<file path="src/rtl/keypad_pkg.sv">
// Shared constants, key map and frame state encoding for the 4x3 keypad scanner.
package keypad_pkg;

  localparam int NUM_ROWS   = 4;
  localparam int NUM_COLS   = 3;
  localparam int NUM_DIGITS = 10;
  localparam int ROW_W      = $clog2(NUM_ROWS);

  typedef logic [3:0] digit_t;
  localparam digit_t NO_KEY = 4'hF;

  // Rows top to bottom, columns left to right; '*' and '#' carry no digit.
  localparam digit_t KEY_MAP [NUM_ROWS][NUM_COLS] = '{
    '{4'd1,   4'd2, 4'd3  },
    '{4'd4,   4'd5, 4'd6  },
    '{4'd7,   4'd8, 4'd9  },
    '{NO_KEY, 4'd0, NO_KEY}
  };

  typedef enum logic {
    SCAN = 1'b0,
    EVAL = 1'b1
  } frame_state_e;

  function automatic logic [NUM_DIGITS-1:0] row_digits(input logic [ROW_W-1:0]    row,
                                                       input logic [NUM_COLS-1:0] pressed);
    logic [NUM_DIGITS-1:0] bits;
    bits = '0;
    for (int c = 0; c < NUM_COLS; c++) begin
      if (pressed[c] && (KEY_MAP[row][c] != NO_KEY)) bits[KEY_MAP[row][c]] = 1'b1;
    end
    return bits;
  endfunction

endpackage

</file>
<file path="src/rtl/keypad_debounce.sv">
// Frame-level debouncer: commits a frame code after DEBOUNCE_FRAMES identical frames.
module keypad_debounce
  import keypad_pkg::*;
#(
  parameter int DEBOUNCE_FRAMES = 3
) (
  input  logic                  clock,
  input  logic                  resetn,
  input  logic                  eval,
  input  logic [NUM_DIGITS-1:0] frame_code,
  output logic [NUM_DIGITS-1:0] keypad,
  output logic                  key_pulse
);

  localparam int             MW        = $clog2(DEBOUNCE_FRAMES + 1);
  localparam logic [MW-1:0]  MATCH_MAX = MW'(DEBOUNCE_FRAMES);

  logic [NUM_DIGITS-1:0] candidate;
  logic [NUM_DIGITS-1:0] cand_next;
  logic [MW-1:0]         match_cnt;
  logic [MW-1:0]         match_next;
  logic                  commit;

  // NOTE: every always_comb output gets a default first so no path leaves it unassigned (no latch).
  always_comb begin
    cand_next  = candidate;
    match_next = match_cnt;
    commit     = 1'b0;
    if (eval) begin
      if (frame_code == candidate) begin
        if (match_cnt != MATCH_MAX) begin
          match_next = match_cnt + MW'(1);
          commit     = (match_next == MATCH_MAX);
        end
      end else begin
        cand_next  = frame_code;
        match_next = MW'(1);
        commit     = (MATCH_MAX == MW'(1));
      end
    end
  end

  always_ff @(posedge clock) begin
    if (!resetn) begin
      candidate <= '0;
      match_cnt <= '0;
      keypad    <= '0;
      key_pulse <= 1'b0;
    end else begin
      candidate <= cand_next;
      match_cnt <= match_next;
      key_pulse <= 1'b0;
      if (commit) begin
        keypad    <= cand_next;
        key_pulse <= (cand_next != '0) && (cand_next != keypad);
      end
    end
  end

endmodule

</file>
<file path="src/rtl/keypad_scanner.sv">
// 4x3 matrix keypad scanner with debounced one-hot digit output.
// Define KEYPAD_GHOST_REJECT_EN to blank multi-key frames instead of keeping the lowest digit.
module keypad_scanner
  import keypad_pkg::*;
#(
  parameter int SCAN_CYCLES     = 4,
  parameter int DEBOUNCE_FRAMES = 3
) (
  input  logic                  clock,
  input  logic                  resetn,
  input  logic [NUM_COLS-1:0]   col_n,
  output logic [NUM_ROWS-1:0]   row_n,
  output logic [NUM_DIGITS-1:0] keypad,
  output logic                  key_pulse
);

  localparam int            DW         = $clog2(SCAN_CYCLES);
  localparam logic [DW-1:0] LAST_DWELL = DW'(SCAN_CYCLES - 1);

  logic [NUM_COLS-1:0]   col_meta;
  logic [NUM_COLS-1:0]   col_sync;
  logic [ROW_W-1:0]      row_idx;
  logic [DW-1:0]         dwell;
  frame_state_e          state;
  logic [NUM_DIGITS-1:0] frame_acc;
  logic [NUM_DIGITS-1:0] frame_code;
  logic [NUM_DIGITS-1:0] frame_raw;
  logic                  sample;

  function automatic logic [NUM_DIGITS-1:0] resolve_frame(input logic [NUM_DIGITS-1:0] raw);
`ifdef KEYPAD_GHOST_REJECT_EN
    return ($countones(raw) > 1) ? '0 : raw;
`else
    return raw & (~raw + NUM_DIGITS'(1));
`endif
  endfunction

  // Columns are read only at the end of a dwell, giving the synchronizer time to settle.
  assign sample    = (dwell == LAST_DWELL);
  assign frame_raw = frame_acc | row_digits(row_idx, ~col_sync);

  // NOTE: sequential state uses non-blocking assignments so every flop sees pre-edge values.
  always_ff @(posedge clock) begin
    if (!resetn) begin
      col_meta   <= '0;
      col_sync   <= '0;
      state      <= SCAN;
      row_idx    <= '0;
      row_n      <= 4'b1110;
      dwell      <= '0;
      frame_acc  <= '0;
      frame_code <= '0;
    end else begin
      col_meta <= col_n;
      col_sync <= col_meta;
      unique case (state)
        SCAN: begin
          if (sample) begin
            dwell   <= '0;
            row_idx <= row_idx + ROW_W'(1);
            row_n   <= {row_n[NUM_ROWS-2:0], row_n[NUM_ROWS-1]};
            if (row_idx == ROW_W'(NUM_ROWS - 1)) begin
              frame_code <= resolve_frame(frame_raw);
              frame_acc  <= '0;
              state      <= EVAL;
            end else begin
              frame_acc <= frame_raw;
            end
          end else begin
            dwell <= dwell + DW'(1);
          end
        end
        // Row 0 is already driven here; this cycle is the first of its dwell.
        EVAL: begin
          dwell <= dwell + DW'(1);
          state <= SCAN;
        end
      endcase
    end
  end

  keypad_debounce #(
    .DEBOUNCE_FRAMES(DEBOUNCE_FRAMES)
  ) u_debounce (
    .clock     (clock),
    .resetn    (resetn),
    .eval      (state == EVAL),
    .frame_code(frame_code),
    .keypad    (keypad),
    .key_pulse (key_pulse)
  );

endmodule
</file>
<file path="config.mk">
export PLATFORM = sky130hd
export DESIGN_NAME = keypad_scanner
export DESIGN_NICKNAME = d
export VERILOG_FILES = /design/src/rtl/keypad_pkg.sv /design/src/rtl/keypad_debounce.sv /design/src/rtl/keypad_scanner.sv
export SDC_FILE = /design/constraint.sdc
export NUM_CORES = 1
export LEC_CHECK = 0
export CAP_MARGIN = 20
export CORE_ASPECT_RATIO = 0.7
export CORE_MARGIN = 5
export CORE_UTILIZATION = 30
export CTS_BUF_LIST = sky130_fd_sc_hd__clkbuf_2
export DETAILED_ROUTE_END_ITERATION = 8
export PLACE_DENSITY = 0.51
export SLEW_MARGIN = 20
export SYNTH_ARGS = -nofsm -noshare
export SYNTH_HDL_FRONTEND = slang
export SYNTH_SLANG_ARGS = --single-unit
</file>
<file path="constraint.sdc">
create_clock -name clock -period 3.71 [get_ports clock]
set_input_delay 0.742 -clock clock [delete_from_list [all_inputs] [get_ports clock]]
set_output_delay 0.742 -clock clock [all_outputs]
set_load 0.03 [all_outputs]
</file>
==> impl_metrics.tcl, run 1 <==
set metrics [dict create \
    status "finished clean" \
    dr.pass1.iters 4 \
    rsz0062_at_grt "false" \
    ctsResizeCount 0 \
    grt_pass1_vias 2047 \
    maxCapViolCount 0 \
    synth_edf_count 0 \
    vdd_drop_max_uv 214 \
    num_vias 2021 \
    finalInstanceArea_um2 3250 \
    area_growth_pct 15.9 \
    relSlewSlack_pct 46.3 \
    rows 29 \
    first_iter_violations 122 \
    final_common_cell "dfxtp_1" \
    path_max_fanout 9 \
    die_w_um 126 \
    clock_path_buffers 2 \
    gp_congestion 0.786 \
    end_kind "flop" \
    htreeDepth 3 \
    final_cell_mix "dfxtp_1, nor2b_1, mux2i_1, clkdlybuf4s50_1, nand2_1" \
    die-height_um 90.9 \
    worstPathArrival_ns 2.86 \
    io_buffers 19 \
    synth_async_sr_flop_share_pct 0 \
    r2r_start "row_idx[1]" \
    r2r_slack_ns 1.28 \
    critical_path_required_ns 4.14 \
    setup_violations 0 \
    ant_nets 0 \
    ff_latch_area_um2 1160 \
    start_util_pct 30.8 \
    hold_viol 0 \
    drt-total-wl_mm 6.04 \
    num-nets-final 317 \
    clk_latency_ns 0.48 \
    grt_pass1_wl_mm 10.5 \
    synth_cells 280 \
    totalNegativeSetupSlack_ns 0 \
    drc_errors 0 \
    antenna_found_initial 0 \
    synth_area_per_cell_um2 10.0 \
    holdWs_ns 0.442 \
    hp-start "dwell[0]" \
    io_pins 20 \
    min_period_ns 2.43 \
    grt_max_degree 39 \
    hpwl_mm 4.32 \
    grt_overflow 0 \
    drive_gt1_share_pct 10.5 \
    period_share_pct 65.4 \
    worstSetupPathType "reg -> reg" \
    cts_root_buf "clkbuf_2" \
    min_delay_path_depth 1 \
    cts.sinks 58 \
    yosys_warnings 0 \
    antennaDiodeCount 0 \
    drv_slew 0 \
    reg2regPathDepth 7 \
    ys_seq_area_share_pct 41.4 \
    syn_nets 296 \
    power_density_nw_per_um2 372 \
    via_per_inst 4.70 \
    netlist-cell-type-count 47 \
    hold_path_end "dwell[0]" \
    coreArea_um2 9110 \
    clock_skew_ns 0.0141 \
    hold_buffers 0 \
    cts_buffers 9 \
    tightest_slew_ns 0.804 \
    fillers 931 \
    r2r-end "frame_code[7]" \
    cts_setup_buffers 0 \
    yosys_most_used_dff "dfxtp_1" \
    fin_util_pct 35.7 \
    multi_input_area_um2 1550 \
    cp-start-kind "flop" \
    power_leakage_nw 1.31 \
    min_path_type "reg -> reg" \
    dieArea_um2 11400 \
    post_drt_wl_per_cell_um 14.1 \
    ys_ff_latch 58 \
    netlist_area_um2 2800 \
    clk_pin_slew_ns 0.17 \
    placed_area_um2 3110 \
    grt.total_usage_pct 11.6 \
    cts_tree "yes" \
    max_freq_mhz 412 \
]
## per-stage QoR
stage               total power [W]  instances  setup WS (ns)
finish                      0.00121        430           1.28
global route                0.00127        430           1.11
CTS                         0.00124        430           1.25
detailed placement         0.000753        414           1.05
global placement           0.000753        414           1.09
floorplan                  0.000726        280           1.69
## flip-flops by register name, summed over array words and instances, names as in the netlist
name                  cells
u_debounce.match_cnt      2
u_debounce.key_pulse      1
col_sync                  3
state                     1
row_idx                   2
u_debounce.candidate     10
row_n                     4
u_debounce.keypad        10
col_meta                  3
frame_code               10
frame_acc                10
dwell                     2
## worst max path at each step
| stage | cells after the start | startpoint | endpoint | slack (ns) |
|---|---|---|---|---|
| global placement | 6 | resetn | frame_code[9] | 1.09 |
| global route | 7 | row_idx[1] | frame_code[8] | 1.11 |
| CTS | 1 | u_debounce.keypad[4] | keypad[4] | 1.25 |
| detailed placement | 6 | resetn | frame_code[9] | 1.05 |
| floorplan | 8 | row_idx[1] | frame_code[9] | 1.69 |
| finish | 7 | row_idx[1] | frame_code[7] | 1.28 |
## critical path: stages (launching register included)
cell      delay (ns)
dfxtp_1         0.45
inv_1           0.16
ha_1            0.39
and2b_2         0.28
a311oi_4        0.35
nand4_2         0.20
a211oi_4        0.34
a32o_2          0.21
## cell families after synthesis
group	count (synthesis)	share of synthesized area [%]
simple gates	93	18.9
flops	58	41.4
compound gates	52	16.2
xor+xnor	25	7.81
mux	21	7.50
buf+inv	20	3.21
fa+ha+maj	11	4.91
## layer usage
layer	part of all wire (%)	vias to the layer above	track usage, %	wire, um
li1	-	1029	-	-
met1	57	949	17.6	3430
met2	38	34	14.6	2280
met3	4.1	9	4.14	247
met4	1.3	0	3.88	80
met5	0	-	0	0
## synth_stat cells, types with 8 or more instances
| cell | count | area share, % |
|---|---|---|
| mux2i_1 | 21 | 7.5 |
| xnor2_1 | 11 | 3.4 |
| xor2_1 | 14 | 4.4 |
| inv_1 | 8 | 1.1 |
| clkbuf_1 | 8 | 1.1 |
| and2_1 | 10 | 2.2 |
| nor2_1 | 12 | 1.6 |
| ha_1 | 11 | 4.9 |
| dfxtp_1 | 58 | 41 |
| o21ai_0 | 8 | 1.4 |
| nand2_1 | 18 | 2.4 |
| nor2b_1 | 25 | 5.6 |
## cell type report
| class | instances | area share [%] |
|---|---|---|
| Clock buffer | 9 | 1.39 |
| Clock inverter | 7 | 2.89 |
| Inverter | 8 | 0.924 |
| Multi-Input combinational cell | 202 | 47.7 |
| Sequential cell | 58 | 35.7 |
| Tap cell | 124 | 4.77 |
| Timing Repair Buffer | 22 | 6.55 |
## where the power goes
group | total [W] | switching, W | internal, W
Combinational | 0.0000963 | 0.0000558 | 0.0000405
Clock | 0.000467 | 0.000246 | 0.000222
Sequential | 0.000644 | 0.00000836 | 0.000635
Total | 0.00121 | 0.000310 | 0.000898
Note: power is estimated with default switching activity, not from simulation.
==> inputs of run 2 (changes only) <==
--- a/config.mk
+++ b/config.mk
@@ -11,7 +11,7 @@
 export CORE_UTILIZATION = 30
 export CTS_BUF_LIST = sky130_fd_sc_hd__clkbuf_2
 export DETAILED_ROUTE_END_ITERATION = 8
-export PLACE_DENSITY = 0.51
+export PLACE_DENSITY = 0.53
 export SLEW_MARGIN = 20
 export SYNTH_ARGS = -nofsm -noshare
 export SYNTH_HDL_FRONTEND = slang
==> constraint.sdc (replaced) <==
create_clock -name clock -period 2 [get_ports clock]
set_input_delay 0.4 -clock clock [delete_from_list [all_inputs] [get_ports clock]]
set_output_delay 0.4 -clock clock [all_outputs]
set_load 0.03 [all_outputs]
==> impl_metrics.tcl, run 2 (same netlist as run 1, synthesis figures left out) <==
set metrics [dict create \
    dieArea_um2 11400 \
    hpwl_mm 4.68 \
    setup_slack_ns 0.0320 \
    drc_errors 0 \
    drt-total-wl_mm 6.56 \
    area_growth_pct 29.3 \
    place_inst 444 \
    slowest_delay_ns 0.44 \
    finalInstanceArea_um2 3620 \
    fin_util_pct 39.8 \
    grt.total_usage_pct 11.8 \
    setup_violations 0 \
    cts.sinks 58 \
    antenna_found_initial 0 \
    num-nets-final 357 \
    drv_slew 0 \
    place_ws_ns -0.210 \
    crit_chain "buf_6 > ha_4 > a31oi_4 > a2111oi_4 > nand4_2 > a211oi_4 > a32o_2" \
    post_drt_wl_per_cell_um 14.0 \
    grt_pass1_wl_mm 10.8 \
    htreeDepth 3 \
    layout.cells.non_filler 468 \
    min_path_type "reg -> reg" \
    io_pins 20 \
    ant_nets 0 \
    grt_overflow 0 \
    critical_path_required_ns 2.42 \
    grt_pass1_vias 2098 \
    max_freq_mhz 508 \
    worstSetupPathType "reg -> reg" \
    multi_input_area_um2 1660 \
    grt_max_degree 39 \
    tightest_slew_ns 0.468 \
    fillers 920 \
    final_cell_mix "dfxtp_1, buf_4, nor2b_1, mux2i_1, nand2_1" \
    gp_congestion 0.803 \
    clock_path_buffers 2 \
    die_w_um 126 \
    rows 29 \
    cts_buffers 9 \
    clock_skew_ns 0.0140 \
    cp-start-kind "flop" \
    min_period_ns 1.97 \
    maxCapViolCount 0 \
    num_vias 2189 \
    worstPathArrival_ns 2.39 \
    first_iter_violations 92 \
    cts_tree "yes" \
    period_share_pct 98.4 \
    clk_pin_slew_ns 0.15 \
    via_per_inst 4.68 \
    placed_area_um2 3350 \
    power_leakage_nw 1.56 \
    end_kind "flop" \
    drive_gt1_share_pct 25.3 \
    path_max_fanout 5 \
    antennaDiodeCount 0 \
    io_buffers 19 \
    power_density_nw_per_um2 551 \
    slowest_stage "dfxtp_4" \
    hold_viol 0 \
    clk_latency_ns 0.47 \
    start_util_pct 30.8 \
    coreArea_um2 9110 \
    rsz0062_at_grt "true" \
    vdd_drop_max_uv 314 \
    status "finished clean" \
    cts_root_buf "clkbuf_2" \
    die-height_um 90.9 \
    ff_latch_area_um2 1170 \
    dr.pass1.iters 4 \
    final_common_cell "dfxtp_1" \
    relSlewSlack_pct 68.7 \
]
[run 2: cell count changes in the layout (fill, tap and decap cells not counted), sizes merged]
cell	previous run	this run
buf	3	43
clkdlybuf4s50	19	5
dlygate4sd2	0	13
bufinv	2	0
clkbuf	9	10
clkinv	4	3
dlymetal6s2s	0	1
[run 2: worst paths after layout]
| kind | from | to | slack, ns | depth (start not counted) |
|---|---|---|---|---|
| worst max-delay path | row_idx[1] | frame_code[9] | 0.03 | 7 |
| worst min-delay path | dwell[0] | dwell[0] | 0.44 | 1 |
| worst max register to register | row_idx[1] | frame_code[9] | 0.03 | 7 |
| worst min register to register | dwell[0] | dwell[0] | 0.44 | 1 |
[run 2: area by class of cell]
type	instances	area share, %
repair buffers	62	14.6
clock buffers	10	1.38
well taps	124	4.28
flip-flops and latches	58	32.3
multi-input cells	202	45.8
clock inverters	4	0.587
inverters	8	1.04
[run 2: stage by stage]
stage	total power (W)	hold slack (ns)	setup TNS, ns
2_1_floorplan	0.00135	0.405	0
3_3_place_gp	0.00142	0.417	-0.843
3_5_place_dp	0.00142	0.422	-1.06
4_1_cts	0.00201	0.430	-0.0230
5_1_grt	0.00210	0.434	-0.359
6_report	0.00200	0.437	0
[run 2: critical path: cells and delay by family (launching register included)]
family / cells / cell delay [ns]
and+or+nand+nor: 1 / 0.19
buffers and inverters: 1 / 0.13
adders and majority gates: 1 / 0.14
DFF: 1 / 0.44
AOI/OAI and AO/OA: 4 / 1.02
[run 2: what timing repair did]
| action | 4_1_cts | 5_1_grt |
|---|---|---|
| pin swaps | 10 | 8 |
| endpoints found under the setup margin | 21 | 11 |
| setup buffers | 5 | 5 |
| gates resized for setup | 30 | 17 |
| hold buffers | 0 | 0 |
[run 2: routing by layer]
| layer | global-route usage (%) | share of wire, % |
|---|---|---|
| met1 | 17.7 | 54 |
| met2 | 15.6 | 40 |
| met3 | 3.78 | 4.4 |
| met4 | 3.52 | 0.99 |
| met5 | 0 | 0 |
[run 2: where the power goes]
group / internal, W / total, W / switching (W)
clock: 0.000147 / 0.000570 / 0.000423
combinational: 0.000112 / 0.000234 / 0.000122
sequential: 0.00118 / 0.00119 / 0.0000156
total: 0.00144 / 0.00200 / 0.000560
==> inputs of run 3 (changes only) <==
--- a/config.mk
+++ b/config.mk
@@ -5,13 +5,13 @@
 export SDC_FILE = /design/constraint.sdc
 export NUM_CORES = 1
 export LEC_CHECK = 0
-export CAP_MARGIN = 20
 export CORE_ASPECT_RATIO = 0.7
 export CORE_MARGIN = 5
 export CORE_UTILIZATION = 30
 export CTS_BUF_LIST = sky130_fd_sc_hd__clkbuf_2
 export DETAILED_ROUTE_END_ITERATION = 8
-export PLACE_DENSITY = 0.53
+export DONT_BUFFER_PORTS = 1
+export PLACE_DENSITY = 0.5
 export SLEW_MARGIN = 20
 export SYNTH_ARGS = -nofsm -noshare
 export SYNTH_HDL_FRONTEND = slang
==> constraint.sdc (replaced) <==
create_clock -name clock -period 2 [get_ports clock]
set_input_delay 0.5 -clock clock [delete_from_list [all_inputs] [get_ports clock]]
set_output_delay 0.5 -clock clock [all_outputs]
set_load 0.03 [all_outputs]
==> impl_metrics.tcl, run 3 (same netlist as run 1, synthesis figures left out) <==
set metrics [dict create \
    r2r_slack_ns 0.04 \
    period_share_pct 97.9 \
    min_path_type "in -> reg" \
    htreeDepth 3 \
    area_growth_pct 21.7 \
    top_usage_layer "met1" \
    hold_viol 0 \
    die-height_um 90.9 \
    cts.sinks 58 \
    min_period_ns 1.96 \
    placed_area_um2 3150 \
    gr-usage-met3_pct 4.85 \
    drive_gt1_share_pct 24.5 \
    start_util_pct 30.8 \
    worstSetupPathType "reg -> reg" \
    cp-start-kind "flop" \
    max_freq_mhz 511 \
    via_per_inst 4.67 \
    place_ws_ns -0.144 \
    rsz0062_at_grt "true" \
    drt-total-wl_mm 6.71 \
    first_iter_violations 74 \
    switching_share_pct 26.6 \
    grt_use_met1_pct 18.2 \
    clkPwrFrac_pct 33.8 \
    die_w_um 126 \
    min_delay_path_depth 1 \
    num-nets-final 331 \
    grt_overflow 0 \
    vdd_drop_max_uv 419 \
    power_switching_w 0.000557 \
    power_leakage_nw 1.41 \
    power_density_nw_per_um2 614 \
    io_buffers 0 \
    hpwl_mm 4.73 \
    clock_skew_ns 0.0191 \
    drv_slew 0 \
    status "finished clean" \
    r2r_start "row_idx[0]" \
    tightest_slew_ns 0.536 \
    rows 29 \
    dr.pass1.iters 4 \
    clk_pin_slew_ns 0.17 \
    setup_violations 0 \
    totalPowerFinal_w 0.00209 \
    antenna_found_initial 0 \
    finalInstanceArea_um2 3410 \
    maxCapViolCount 0 \
    seq_power_share_pct 57.7 \
    cts_root_buf "clkbuf_2" \
    path_max_fanout 6 \
    critical_path_required_ns 2.46 \
    cts_buffers 9 \
    hold_path_end "row_n[3]" \
    hp-start "resetn" \
    grt.total_usage_pct 12.1 \
    antennaDiodeCount 0 \
    coreArea_um2 9110 \
    reg2regPathDepth 8 \
    relSlewSlack_pct 64.2 \
    cts_tree "yes" \
    ant_nets 0 \
    p_int_w 0.00154 \
    grt_max_degree 40 \
    clk_latency_ns 0.51 \
    drc_errors 0 \
    use_met2_pct 15.2 \
    final_common_cell "dfxtp_1" \
    clock_path_buffers 2 \
    worstPathArrival_ns 2.41 \
    dieArea_um2 11400 \
    setup_slack_ns 0.0412 \
    num_vias 2069 \
    final_cell_mix "dfxtp_1, buf_4, nor2b_1, mux2i_1, nand2_1" \
    grt_pass1_wl_mm 10.9 \
    gp_congestion 0.787 \
    post_drt_wl_per_cell_um 15.1 \
    end_kind "flop" \
    power_frac_comb_pct 8.5 \
    io_pins 20 \
    grt_pass1_vias 2017 \
    r2r-end "frame_code[9]" \
]
==> run 3: cell count changes in the layout (fill, tap and decap cells not counted), moves of 2 or more <==
| cell | delta |
|---|---|
| dlygate4sd2_1 | -13 |
| buf_4 | -4 |
| clkinv_1 | +2 |
| buf_6 | -4 |
| clkdlybuf4s50_1 | -5 |
==> run 3: metrics by stage <==
step	util, %	hold slack (ns)	std cells	TNS [ns]
after global placement	34.6	0.415	424	-0.0580
after detailed placement	34.6	0.424	424	-0.369
after floorplan	-	0.405	280	0
final	37.4	0.0544	443	0
after CTS	36.6	0.0119	440	0
after global routing	37.4	0.00403	443	-0.127
==> run 3: final cells by class <==
cell class                      instances  area [um2]
Fill cell                             940        5700
Multi-Input combinational cell        202        1660
Sequential cell                        58        1170
Timing Repair Buffer                   36         289
Tap cell                              124         155
Clock buffer                           10        50.0
Clock inverter                          5        46.3
Inverter                                8        40.0
==> run 3: per-layer routing <==
| layer | vias to the layer above | wire length (um) |
|---|---|---|
| li1 | 1049 | - |
| met1 | 976 | 3670 |
| met2 | 35 | 2600 |
| met3 | 9 | 338 |
| met4 | 0 | 99 |
| met5 | - | 0 |
==> run 3: power by group through the flow <==
stage	combinational (W)	sequential (W)	clock (W)
floorplan	0.000120	0.00123	0
global placement	0.000156	0.00123	0
detailed placement	0.000157	0.00123	0
CTS	0.000165	0.00121	0.000751
global route	0.000194	0.00121	0.000794
finish	0.000178	0.00121	0.000707
==> run 3: what timing repair did <==
item	4_1_cts	5_1_grt
resized for setup	19	11
endpoints found under the setup margin	9	9
cloned	0	0
buffers inserted	1	2
pin swaps	5	9
hold buffers	0	1
endpoints found under the hold margin	0	1
==> run 3: worst max-delay path by stage <==
stage                                to  cells after the start       start  slack (ns)
after global routing      frame_code[7]                      6  row_idx[0]       -0.05
after CTS                 frame_code[9]                      7  row_idx[1]        0.02
final                     frame_code[9]                      8  row_idx[0]        0.04
after detailed placement  frame_code[8]                      7  row_idx[1]       -0.14
after global placement    frame_code[8]                      7  row_idx[1]       -0.04
after floorplan           frame_code[8]                      7  row_idx[1]      0.0004
==> run 3: worst max-delay path: stages (launching register included) <==
cell,delay (ns)
dfxtp_4,0.43
inv_6,0.09
ha_4,0.15
a31oi_4,0.14
buf_4,0.17
o2bb2ai_1,0.12
a221o_2,0.42
nor3_1,0.20
a32o_2,0.18
